File: src/rtl/load_scoreboard_pkg.sv
// Shared types and constants for the load scoreboard: FSM states, default
// in-flight depth and register index width.
package scoreboard_pkg;
   localparam int DefaultMaxOutstanding = 4;
   localparam int RegIdxWidth           = 5;

   typedef enum logic [1:0] {RUN, DRAIN, DRAINED} sbState_t;
endpackage

File: src/rtl/load_scoreboard_if.sv
// Decode-stage issue, load-return and drain signals plus scoreboard status.
interface load_scoreboard_if;
   import scoreboard_pkg::*;

   logic [RegIdxWidth-1:0] inRegisterRs;
   logic [RegIdxWidth-1:0] inRegisterRt;
   logic [RegIdxWidth-1:0] inDestRegister;
   logic                   inIssueValid;
   logic                   inIssueRegWrite;
   logic                   inIssueIsLoad;
   logic                   inLoadDone;
   logic [RegIdxWidth-1:0] inLoadDoneRegister;
   logic                   inFlush;
   logic                   inDrainReq;
   logic                   outStall;
   logic                   outDrained;
   logic [31:0]            outPendingMask;
   logic [3:0]             outOutstanding;
   logic                   outProtocolError;

   modport master (
      output inRegisterRs, inRegisterRt, inDestRegister, inIssueValid,
             inIssueRegWrite, inIssueIsLoad, inLoadDone, inLoadDoneRegister,
             inFlush, inDrainReq,
      input  outStall, outDrained, outPendingMask, outOutstanding,
             outProtocolError
   );

   modport slave (
      input  inRegisterRs, inRegisterRt, inDestRegister, inIssueValid,
             inIssueRegWrite, inIssueIsLoad, inLoadDone, inLoadDoneRegister,
             inFlush, inDrainReq,
      output outStall, outDrained, outPendingMask, outOutstanding,
             outProtocolError
   );
endinterface

File: src/rtl/load_scoreboard.sv
// Tracks in-flight load destinations, stalls dependent issue (RAW/WAW/full),
// and supports a drain handshake that blocks issue until all loads return.
module load_scoreboard
   import scoreboard_pkg::*;
#(
   parameter int MAX_OUTSTANDING = DefaultMaxOutstanding
) (
   input logic              clk,
   input logic              reset,
   load_scoreboard_if.slave sb
);

   logic [31:0] pending;
   logic [3:0]  count;
   sbState_t    state;
   logic        protoErr;

   logic [31:0] doneMask;
   logic [31:0] effPending;
   logic [31:0] setMask;
   logic [31:0] pendingNext;
   logic [3:0]  countNext;
   logic        doneOk;
   logic        raw;
   logic        waw;
   logic        full;
   logic        stall;
   logic        setLoad;

   always_comb begin
      doneMask = '0;
      if (sb.inLoadDone) doneMask[sb.inLoadDoneRegister] = 1'b1;
      // Returning data is forwarded, so its register no longer blocks issue.
      effPending = pending & ~doneMask;
      doneOk = sb.inLoadDone && pending[sb.inLoadDoneRegister] && (count != 4'd0);

      raw  = ((sb.inRegisterRs != '0) && effPending[sb.inRegisterRs]) ||
             ((sb.inRegisterRt != '0) && effPending[sb.inRegisterRt]);
      waw  = sb.inIssueRegWrite && (sb.inDestRegister != '0) &&
             effPending[sb.inDestRegister];
      // Only a genuine completion frees a slot; a bogus one must not let the count overflow.
      full = sb.inIssueIsLoad && (count == 4'(MAX_OUTSTANDING)) && !doneOk;
      stall = sb.inIssueValid && (raw || waw || full || (state != RUN));

      setLoad = sb.inIssueValid && !stall && !sb.inFlush && sb.inIssueIsLoad &&
                sb.inIssueRegWrite && (sb.inDestRegister != '0);
      setMask = '0;
      if (setLoad) setMask[sb.inDestRegister] = 1'b1;

      // Set wins over clear when the same register returns and reissues.
      pendingNext = (pending & ~(doneOk ? doneMask : 32'd0)) | setMask;
      countNext   = count + 4'(setLoad) - 4'(doneOk);
   end

   always_ff @(posedge clk) begin
      if (reset) begin
         pending  <= '0;
         count    <= '0;
         state    <= RUN;
         protoErr <= 1'b0;
      end else begin
         pending <= pendingNext;
         count   <= countNext;
         if (sb.inLoadDone && !doneOk) protoErr <= 1'b1;
         case (state)
            RUN:     if (sb.inDrainReq) state <= DRAIN;
            DRAIN:   if (!sb.inDrainReq) state <= RUN;
                     else if (countNext == 4'd0) state <= DRAINED;
            DRAINED: if (!sb.inDrainReq) state <= RUN;
            default: state <= RUN;
         endcase
      end
   end

   assign sb.outStall         = stall;
   assign sb.outDrained       = (state == DRAINED);
   assign sb.outPendingMask   = pending;
   assign sb.outOutstanding   = count;
   assign sb.outProtocolError = protoErr;

endmodule

File: src/flat_wrapper.sv
// flat-port wrapper written by rule: the top's interface ports become plain ports
module load_scoreboard_flat import scoreboard_pkg::*;
#(
   parameter int MAX_OUTSTANDING = DefaultMaxOutstanding
)
  (clk, reset, sb_inRegisterRs, sb_inRegisterRt, sb_inDestRegister, sb_inIssueValid, sb_inIssueRegWrite, sb_inIssueIsLoad, sb_inLoadDone, sb_inLoadDoneRegister, sb_inFlush, sb_inDrainReq, sb_outStall, sb_outDrained, sb_outPendingMask, sb_outOutstanding, sb_outProtocolError);
  load_scoreboard_if sb_i ();
  input logic clk;
  input logic reset;
  input wire logic [$bits(sb_i.inRegisterRs)-1:0] sb_inRegisterRs;
  input wire logic [$bits(sb_i.inRegisterRt)-1:0] sb_inRegisterRt;
  input wire logic [$bits(sb_i.inDestRegister)-1:0] sb_inDestRegister;
  input wire logic [$bits(sb_i.inIssueValid)-1:0] sb_inIssueValid;
  input wire logic [$bits(sb_i.inIssueRegWrite)-1:0] sb_inIssueRegWrite;
  input wire logic [$bits(sb_i.inIssueIsLoad)-1:0] sb_inIssueIsLoad;
  input wire logic [$bits(sb_i.inLoadDone)-1:0] sb_inLoadDone;
  input wire logic [$bits(sb_i.inLoadDoneRegister)-1:0] sb_inLoadDoneRegister;
  input wire logic [$bits(sb_i.inFlush)-1:0] sb_inFlush;
  input wire logic [$bits(sb_i.inDrainReq)-1:0] sb_inDrainReq;
  output wire logic [$bits(sb_i.outStall)-1:0] sb_outStall;
  output wire logic [$bits(sb_i.outDrained)-1:0] sb_outDrained;
  output wire logic [$bits(sb_i.outPendingMask)-1:0] sb_outPendingMask;
  output wire logic [$bits(sb_i.outOutstanding)-1:0] sb_outOutstanding;
  output wire logic [$bits(sb_i.outProtocolError)-1:0] sb_outProtocolError;
  assign sb_i.inRegisterRs = sb_inRegisterRs;
  assign sb_i.inRegisterRt = sb_inRegisterRt;
  assign sb_i.inDestRegister = sb_inDestRegister;
  assign sb_i.inIssueValid = sb_inIssueValid;
  assign sb_i.inIssueRegWrite = sb_inIssueRegWrite;
  assign sb_i.inIssueIsLoad = sb_inIssueIsLoad;
  assign sb_i.inLoadDone = sb_inLoadDone;
  assign sb_i.inLoadDoneRegister = sb_inLoadDoneRegister;
  assign sb_i.inFlush = sb_inFlush;
  assign sb_i.inDrainReq = sb_inDrainReq;
  assign sb_outStall = sb_i.outStall;
  assign sb_outDrained = sb_i.outDrained;
  assign sb_outPendingMask = sb_i.outPendingMask;
  assign sb_outOutstanding = sb_i.outOutstanding;
  assign sb_outProtocolError = sb_i.outProtocolError;
  load_scoreboard #(.MAX_OUTSTANDING(MAX_OUTSTANDING)) u_core (.clk(clk), .reset(reset), .sb(sb_i));
endmodule
File: config.mk
export PLATFORM = sky130hd
export DESIGN_NAME = load_scoreboard_flat
export DESIGN_NICKNAME = d
export VERILOG_FILES = /design/src/rtl/load_scoreboard_pkg.sv /design/src/rtl/load_scoreboard_if.sv /design/src/rtl/load_scoreboard.sv /design/src/flat_wrapper.sv
export SDC_FILE = /design/constraint.sdc
export NUM_CORES = 1
export LEC_CHECK = 0
export ABC_AREA = 0
export CAP_MARGIN = 20
export CORE_AREA = 2 2 102 104
export CTS_BUF_LIST = sky130_fd_sc_hd__clkbuf_8 sky130_fd_sc_hd__clkbuf_16
export CTS_CLUSTER_DIAMETER = 50
export DETAILED_ROUTE_END_ITERATION = 12
export DIE_AREA = 0 0 104 106
export PLACE_DENSITY = 0.74
export SYNTH_ARGS = -nofsm -noshare
export SYNTH_HDL_FRONTEND = slang
export SYNTH_SLANG_ARGS = --single-unit
export TNS_END_PERCENT = 50
File: constraint.sdc
create_clock -name clk -period 3.4 [get_ports clk]
set_input_delay 0.34 -clock clk [delete_from_list [all_inputs] [get_ports clk]]
set_output_delay 0.34 -clock clk [all_outputs]
set_load 0.05 [all_outputs]
* Yosys cells after proc, flatten, opt, wreduce, memory -nomap -nowiden
Cells that the tools add are included.
** Operators by class
- Eq/ne operators :: 6
- Muxes and demuxes :: 20
- $lt $le $gt $ge :: 6
- Reductions and logical operators :: 32
- $add $sub $neg :: 2
- Bitwise gates (word level) :: 5
** Operators by type and width (number)
- 2-to-1 mux 32 bit :: 3
- AND 32 bit :: 2
- NOT 32 bit :: 2
- OR 32 bit :: 1
- < comparator 5 x 6 -> 1 bit (second input constant) :: 4
- binary-select mux 1 bit (select 5 bit) :: 4
- logical AND 1 bit :: 17
- nonzero test 5 bit :: 3
- demux 1 bit (select 5 bit) :: 2
- >= comparator 5 x 1 -> 1 bit (second input constant) :: 2
- 2-to-1 mux 2 bit :: 4
- 2-to-1 mux 1 bit :: 6
- one-hot mux 2 bit (3 select lines) :: 1
- adder 4 x 1 -> 4 bit :: 1
- == test 4 x 3 -> 1 bit (second input constant) :: 1
- zero test 4 bit :: 1
- logical OR 1 bit :: 4
- inequality test 2 bit (second input constant) :: 2
- nonzero test 4 bit :: 1
- subtractor 4 x 1 -> 4 bit :: 1
- zero test 1 bit :: 3
- inequality test 3 x 2 -> 1 bit (second input constant) :: 1
- AND reduction 3 bit :: 1
- == test 2 x 1 -> 1 bit (second input constant) :: 1
- 3 further kinds :: 3
** Storage, ports and cells
- Word-level logic and storage cells :: 75
- Register bits after elaboration :: 39
- Output and inout bits :: 39

* Depth between registers and ports, before layout
Gate-level depths: netlist (run 1).
- Depth after elaboration :: 27
- Gate-level depth with buffers :: 20

* Worst setup path after synthesis (run 1)
OpenSTA, ideal clock, no wires.
- Kind :: register to register
- From :: register u_core.pending[29], in the netlist u_core.sb.outPendingMask[29]
- To :: register u_core.state[0]
- Slack :: -178 ps
- Stages on the path, launching flop included :: 14
- Required time :: 3283 ps
- Buffers on the path :: 0
- Arrival :: 3462 ps
- Cell sequence :: dfxtp_1 nand2_1 a21boi_0 o221ai_1 o311ai_1 or4_1 or4_4 nand4_4 a211oi_1 ha_1 fa_1 xnor2_1 nand4_1 and4b_1
** Between the ends
- Cells in the longest elaborated chain, start to end :: 20
- Elaborated cells between the ends (all ways) :: 32
- Classes of those cells :: add/sub (2); eq/ne (1); mux (8); bitwise (1); reduce/logical (20)
** Ends and longest elaborated chain
- start, declared :: line load_scoreboard.sv:13 : logic [31:0] pending;
- start signal, assigned :: line load_scoreboard.sv:62 : pending <= pendingNext;
- AND 32 bit or binary-select mux 1 bit (select 5 bit) (tied branches) :: line load_scoreboard.sv:34, load_scoreboard.sv:35
- binary-select mux 1 bit (select 5 bit) (tied with other cells) :: line load_scoreboard.sv:37 : raw = ((sb.inRegisterRs != '0) && effPending[sb.inRegisterRs]) ||
- 2-to-1 mux 1 bit (not written as such) (tied with other cells) :: line load_scoreboard.sv:37
- logical AND 1 bit (on tied branches) :: line load_scoreboard.sv:37, load_scoreboard.sv:35, load_scoreboard.sv:38
- logical OR 1 bit or zero test 1 bit (tied branches) :: line load_scoreboard.sv:37, load_scoreboard.sv:42
- logical OR 1 bit or logical AND 1 bit (tied branches) :: line load_scoreboard.sv:43, load_scoreboard.sv:42
- logical OR 1 bit (2 in series) :: line load_scoreboard.sv:43 : stall = sb.inIssueValid && (raw || waw || full || (state != RUN));
- logical AND 1 bit :: line load_scoreboard.sv:43
- zero test 1 bit :: line load_scoreboard.sv:45 : setLoad = sb.inIssueValid && !stall && !sb.inFlush && sb.inIssueIsLoad &&
- logical AND 1 bit (4 in series) :: line load_scoreboard.sv:45
- logical AND 1 bit :: line load_scoreboard.sv:46 : sb.inIssueRegWrite && (sb.inDestRegister != '0);
- adder 4 x 1 -> 4 bit :: line load_scoreboard.sv:52 : countNext = count + 4'(setLoad) - 4'(doneOk);
- subtractor 4 x 1 -> 4 bit * :: line load_scoreboard.sv:52
- zero test 4 bit * :: line load_scoreboard.sv:68 : else if (countNext == 4'd0) state <= DRAINED;
- inequality test 3 x 2 -> 1 bit (no line) *
- AND reduction 3 bit (no line) *
- end signal, assigned :: line load_scoreboard.sv:68
- end signal, assigned :: line load_scoreboard.sv:69 : DRAINED: if (!sb.inDrainReq) state <= RUN;
- end signal, assigned :: line load_scoreboard.sv:70 : default: state <= RUN;
- end, declared :: line load_scoreboard.sv:15 : sbState_t state;
Every way passes the cells marked *; elsewhere a longest branch is shown, timed or not. The select of a mux whose other input is x is not followed.
A chain may end at the register's enable or synchronous reset.

* Worst setup path in the final report (run 1)
- From :: input sb_inLoadDoneRegister[2]
- To :: output sb_outStall
** Between the ends
- Cells in the longest elaborated chain, start to end :: 15
- Elaborated cells between the ends (all ways) :: 28
- Classes of those cells :: order compare (2); mux (11); bitwise (2); reduce/logical (13)
** Ends and longest elaborated chain
- start, declared :: line flat_wrapper.sv:17 : input wire logic [$bits(sb_i.inLoadDoneRegister)-1:0] sb_inLoadDoneRegister;
- < comparator 5 x 6 -> 1 bit (not written as such) or >= comparator 5 x 1 -> 1 bit (tied branches) :: line load_scoreboard.sv:32 : if (sb.inLoadDone) doneMask[sb.inLoadDoneRegister] = 1'b1;
- logical AND 1 bit (not written as such) :: line load_scoreboard.sv:32
- 2-to-1 mux 1 bit (not written as such) :: line load_scoreboard.sv:32
- demux 1 bit (select 5 bit)
- 2-to-1 mux 32 bit :: line load_scoreboard.sv:32
- NOT 32 bit :: line load_scoreboard.sv:34 : effPending = pending & ~doneMask;
- AND 32 bit :: line load_scoreboard.sv:34
- binary-select mux 1 bit (select 5 bit) (on tied branches) :: line load_scoreboard.sv:37, load_scoreboard.sv:38
- 2-to-1 mux 1 bit (on tied branches) :: line load_scoreboard.sv:37, load_scoreboard.sv:38
- logical AND 1 bit (on tied branches) :: line load_scoreboard.sv:37, load_scoreboard.sv:38
- logical OR 1 bit :: line load_scoreboard.sv:37
- logical OR 1 bit :: line load_scoreboard.sv:43
- logical OR 1 bit * (2 in series) :: line load_scoreboard.sv:43
- logical AND 1 bit * :: line load_scoreboard.sv:43
- end, declared :: line flat_wrapper.sv:20 : output wire logic [$bits(sb_i.outStall)-1:0] sb_outStall;
Marks and branches as above.

==> impl_metrics.py, run 1 <==
metrics = {
    "layout": {
        "fillCellCount": 880,
        "finalNetCount": 699,
        "layout.cells.non_filler": 801,
        "areaGrowthSynthToFinish_pct": 55.5,
        "layout_commonest_cell": "buf_4",
        "final_cell_mix": "buf_4, clkdlybuf4s50_1, nand2_1",
        "fin_area_um2": 6010,
        "num_antenna_cells": 0,
        "final_util_pct": 60.1,
        "regArea_um2": 787,
        "multi_input_area_um2": 3030,
        "layout-drive-gt1-share_pct": 36.8,
    },
    "timing": {
        "finalSetupTns_ns": 0,
        "maxSlewHeadroom_pct": 42.6,
        "fmax_mhz": 295,
        "finalMaxSlewViolations": 0,
        "finalSetupViolCount": 0,
        "fin_ws_ns": 0.0111,
        "worst_pin_slew_ns": 0.859,
        "skew_ns": 0.00472,
        "min_period_over_period_pct": 99.7,
        "layout_min_cycle_time_ns": 3.39,
        "finalHoldWorstSlack_ns": 0.491,
        "finalHoldViolations": 0,
        "rsz0062_at_grt": "yes",
    },
    "setup_path": {
        "cp_slowest_cell": "or4_4",
        "arrival_ns": 3.05,
        "crit_top_cell": "buf_4",
        "path_cells": "clkdlybuf4s15_1 > buf_6 > buf_4 > nand2b_1 > buf_4 > o211ai_1 > o211ai_1 > o21ai_1 > a211o_1 > or4_4 > nand4_4 > buf_4 > buf_16 > and2_4 > buf_12",
        "critPathLaunchType": "primary input",
        "slowest_delay_ns": 0.51,
        "crit_path_end_kind": "output port",
        "crit_required_ns": 3.06,
        "critPathKind": "primary input to output port",
        "path_max_fanout": 16,
    },
    "drt": {
        "drtIter0Drc": 520,
        "wl_per_cell_um": 22.6,
        "drt_first_pass_iters": 5,
        "drc": 0,
        "routed_wl_um": 18100,
        "num_vias": 5114,
        "avgViaCountPerCell": 6.38,
        "ant_nets": 0,
    },
    "grt": {
        "grt_max_degree": 35,
        "grt_pass1_wl_um": 27100,
        "grt_pass1_vias": 5050,
        "overflow": 0,
        "track_usage_pct": 31.1,
        "antenna_found_initial": 0,
    },
    "floorplan": {
        "die_y_um": 106,
        "rows": 37,
        "die_area_um2": 11000,
        "ios": 67,
        "die_w_um": 104,
        "start_util_pct": 38.7,
        "core_area_um2": 10000,
    },
    "yosys": {
        "synth_top_family_by_area": "compound AO/OA/AOI/OAI gates",
        "ys_seq_area_share_pct": 20.2,
        "synthFlopType": "dfxtp_1",
        "netlist.area_leader.share_pct": 20.2,
        "synth_seq_cells": 39,
        "synth-edff-count": 0,
        "syn_avg_cell_area_um2": 8.02,
        "synth.area.top_cells": "dfxtp_1, o21ai_2, o311ai_0",
        "synth.net_count": 517,
        "synthArstFlopShare_pct": 0,
        "synthMuxAreaShare_pct": 10.3,
        "syn_area_um2": 3860,
        "yosysWarnings": 0,
        "synth-compound-area-share_pct": 34.3,
        "yosys.area_share.simple_pct": 24.4,
        "syn_inst": 482,
        "synthAdderAreaFrac_pct": 2.46,
        "yosysUniqueCellTypes": 75,
        "synth-xor-area-share_pct": 1.13,
        "yosys.area.top_type": "dfxtp_1",
    },
    "pwr": {
        "power_mw": 1.52,
        "ir_worst_vdd_mv": 0.194,
        "power.density_nw_per_um2": 252,
        "power.leakage_nw": 2.30,
    },
    "cts": {
        "clk_path_buf_depth": 2,
        "ctsRootBufferMaster": "clkbuf_8",
        "cts.sinks": 39,
        "cts_hold_buffers": 0,
        "cts_max_level": 2,
        "clk_pin_slew_ns": 0.08,
        "clk_latency_ns": 0.30,
        "cts_buffers": 5,
        "cts_tree": "done",
    },
    "place": {
        "pre_cts_ws_ns": -0.828,
        "portBuffers": 66,
        "dpl.hpwl_um": 13400,
        "dp.cells": 780,
        "gp_congestion": 1.07,
        "placed_area_um2": 5510,
    },
    "min_path": {
        "hold_class": "flip-flop to flip-flop",
    },
    "run_status": {
        "status": "complete, no violations",
    },
    "job": {
        "drv_cap": 0,
    },
}
timing repair:
action                     in CTS  in global routing
pin swaps                      16                 20
buffers inserted                8                  3
setup endpoints to repair       6                  3
hold endpoints to repair        0                  0
gates resized for setup        69                 36
cloned                          1                  2
worst paths after layout:
check,startpoint,endpoint,slack [ns],cells past startpoint
worst max-delay path,sb_inLoadDoneRegister[2],sb_outStall,0.01,15
worst min-delay path,u_core.sb.outProtocolError,u_core.sb.outProtocolError,0.49,2
worst max register to register,u_core.sb.outPendingMask[28],u_core.state[1],0.05,13
worst min register to register,u_core.sb.outProtocolError,u_core.sb.outProtocolError,0.49,2
layout make-up:
cell class,instances,area share (%)
Clock inverter,1,0.0625
Inverter,14,0.874
Clock buffer,7,1.60
Sequential cell,39,13.1
Tap cell,136,2.83
Timing Repair Buffer,213,31.1
Multi-Input combinational cell,391,50.4
cells in the mapped netlist, types with 3 or more instances:
library cell  number
nand2_1           48
dfxtp_1           39
o21ai_2           32
o311ai_0          31
nor2_1            29
o21ai_0           28
mux2i_1           25
clkbuf_1          16
nand3_1           15
nand2b_1          14
nor2b_1           13
nor3_1            13
inv_1             12
buf_2             11
a21oi_1            8
and2_1             8
o211ai_1           8
ha_1               6
mux4_2             5
o21ai_1            5
o22ai_1            5
o41ai_1            5
buf_6              4
nand4_1            4
nand4b_1           4
o2111ai_1          4
o21a_1             4
xnor2_1            4
a211o_1            3
a211oi_1           3
a22oi_1            3
a311oi_1           3
a31oi_1            3
and3_1             3
buf_8              3
mux2_2             3
nand3b_1           3
nand4bb_1          3
o221ai_1           3
o311ai_1           3
state kept, by name, indices dropped and copies added (netlist names):
register,cells
u_core.sb.outOutstanding,4
u_core.sb.outPendingMask,32
u_core.sb.outProtocolError,1
u_core.state,2
cell families (layout without fill, tap and decap cells):
logic type / after synthesis / after routing
flops: 39 / 39
buf+inv: 52 / 235
fa+ha+maj: 7 / 7
simple gates: 173 / 173
xor+xnor: 5 / 5
mux: 33 / 33
compound gates: 173 / 173
per-layer routing:
layer  part of all wire, %  vias to the layer above  track usage [%]
met5                     0                        -                0
met4                   6.7                        0             19.1
met3                    11                      128             6.44
met2                    45                      384             49.8
met1                    38                     2369             38.5
li1                      -                     2233                -
critical path: cells and delay by family:
kind	cells	cell delay [ns]
simple gates	4	0.94
buf+inv	7	1.15
compound gates	4	0.63
power by group:
| part | switching (mW) | internal, mW | leakage, nW | total [mW] |
|---|---|---|---|---|
| combinational | 0.379 | 0.306 | 1.93 | 0.685 |
| sequential | 0.0121 | 0.471 | 0.317 | 0.483 |
| clock | 0.166 | 0.182 | 0.0557 | 0.348 |
(Power assumes the default switching activity.)
==> run 2, diff against run 1 <==
- SETUP_SLACK_MARGIN: unset -> 0.05
==> run 2 against run 1 <==
Die area is the same. Sequential power is essentially flat. Global-route usage grew 0.21 points. Critical endpoint is now u_core.state[1]. Cell count shrank 0.62%. Combinational power grew 6.7%. Via count shrank 1.2%. Non-clock buffer count shrank 5. Power grew 1.8%. First-iteration DRC count shrank 0.38%. Clock power shrank 5.7%. Fmax grew 1.9%.
==> impl_metrics.py, run 2 (synthesis gave the netlist of run 1 again) <==
metrics = {
    "timing": {
        "finalHoldWorstSlack_ns": 0.493,
        "skew_ns": 0.00581,
        "rsz0062_at_grt": "yes",
        "maxSlewHeadroom_pct": 43.2,
        "finalHoldViolations": 0,
        "layout_min_cycle_time_ns": 3.33,
        "worst_pin_slew_ns": 0.852,
        "finalSetupTns_ns": 0,
        "finalSetupViolCount": 0,
        "finalMaxSlewViolations": 0,
        "min_period_over_period_pct": 97.9,
        "fmax_mhz": 301,
    },
    "cts": {
        "cts_tree": "done",
        "cts.sinks": 39,
        "cts_hold_buffers": 0,
        "cts_max_level": 2,
        "clk_pin_slew_ns": 0.08,
        "ctsRootBufferMaster": "clkbuf_8",
        "clk_latency_ns": 0.30,
        "cts_buffers": 5,
        "clk_path_buf_depth": 2,
    },
    "grt": {
        "grt_pass1_vias": 4903,
        "grtUsageMet3_pct": 3.49,
        "track_usage_pct": 31.3,
        "overflow": 0,
        "grt_use_met2_pct": 51.8,
        "use_met1_pct": 41.1,
        "grt_pass1_wl_um": 27300,
        "antenna_found_initial": 0,
        "grt_max_degree": 35,
        "top_usage_layer": "met2",
    },
    "setup_path": {
        "critPathKind": "primary input to flip-flop",
        "arrival_ns": 3.53,
        "crit_required_ns": 3.60,
        "critPathLaunchType": "primary input",
        "path_max_fanout": 6,
        "crit_path_end_kind": "flip-flop",
        "reg2reg_slack_ns": 0.07,
    },
    "pwr": {
        "p_switching_uw": 598,
        "pwr-share-comb_pct": 47.4,
        "seq_power_share_pct": 31.4,
        "power.density_nw_per_um2": 260,
        "pwr-share-clk_pct": 21.2,
        "power_mw": 1.54,
        "power.leakage_nw": 2.29,
        "swShare_pct": 38.7,
        "intPower_uw": 946,
        "ir_worst_vdd_mv": 0.170,
    },
    "place": {
        "gp_congestion": 0.981,
        "portBuffers": 66,
        "dp.cells": 774,
        "dpl.hpwl_um": 13400,
    },
    "layout": {
        "largest_reg_flops": 32,
        "layout-drive-gt1-share_pct": 38.0,
        "final_util_pct": 59.3,
        "num_antenna_cells": 0,
        "layout_commonest_cell": "buf_4",
        "areaGrowthSynthToFinish_pct": 53.4,
        "layout.cells.non_filler": 796,
        "finalNetCount": 694,
        "final_cell_mix": "buf_4, clkdlybuf4s50_1, nand2_1",
    },
    "floorplan": {
        "die_w_um": 104,
        "start_util_pct": 38.7,
        "ios": 67,
        "rows": 37,
        "core_area_um2": 10000,
        "die_y_um": 106,
        "die_area_um2": 11000,
    },
    "drt": {
        "ant_nets": 0,
        "routed_wl_um": 17900,
        "wl_per_cell_um": 22.5,
        "drtIter0Drc": 518,
        "drc": 0,
        "num_vias": 5053,
        "avgViaCountPerCell": 6.35,
        "drt_first_pass_iters": 5,
    },
    "run_status": {
        "status": "complete, no violations",
    },
    "job": {
        "drv_cap": 0,
    },
    "min_path": {
        "hold_class": "flip-flop to flip-flop",
    },
}
run 2: path summary, 6_finish.rpt:
path              cells after the start                         start                          end
setup / recovery                     16      sb_inLoadDoneRegister[3]              u_core.state[1]
hold / removal                        1   u_core.sb.outPendingMask[0]  u_core.sb.outPendingMask[0]
setup reg to reg                     14  u_core.sb.outPendingMask[21]              u_core.state[1]
hold reg to reg                       1   u_core.sb.outPendingMask[0]  u_core.sb.outPendingMask[0]
run 2: per-stage QoR:
step / area (um^2) / setup slack [ns]
finish: 5930 / 0.0729
global route: 5930 / -0.0385
CTS: 5720 / 0.0537
detailed placement: 5460 / -0.820
global placement: 5460 / -0.814
floorplan: 3870 / 0.000516
run 2: cell type report:
type,count,area (um^2)
multi-input combinational,391,3020
timing repair buffer,208,1810
tap,136,170
inverter,14,56.3
sequential,39,788
clock buffer,5,68.8
clock inverter,3,20.0
fill,935,4070
run 2: power groups by stage:
stage	Clock (mW)	Sequential, mW	Combinational, mW
6_report	0.328	0.485	0.731
5_1_grt	0.347	0.486	0.768
4_1_cts	0.329	0.483	0.655
3_5_place_dp	0	0.494	0.586
3_3_place_gp	0	0.494	0.576
2_1_floorplan	0	0.532	0.317
run 2: what timing repair did:
action,4_1_cts,5_1_grt
endpoints found under the setup margin,7,4
pin swaps,12,17
gates cloned,1,0
resized for setup,41,65
setup buffers,8,5
run 2: critical path: stages:
cell      delay [ns]
clkbuf_2        0.11
buf_4           0.16
buf_4           0.16
and4_4          0.16
o221ai_2        0.19
o311ai_1        0.11
or4_1           0.50
or4_4           0.44
nand4_4         0.13
a211oi_2        0.05
ha_2            0.19
fa_2            0.57
nor2_4          0.05
nand4_1         0.08
nor2_1          0.06
o211a_1         0.21
run 2: layer usage:
layer  vias up  routed length (um)
met5         -                   0
met2       337                8480
met3        65                1820
li1       2222                   -
met4         0                 727
met1      2429                6890
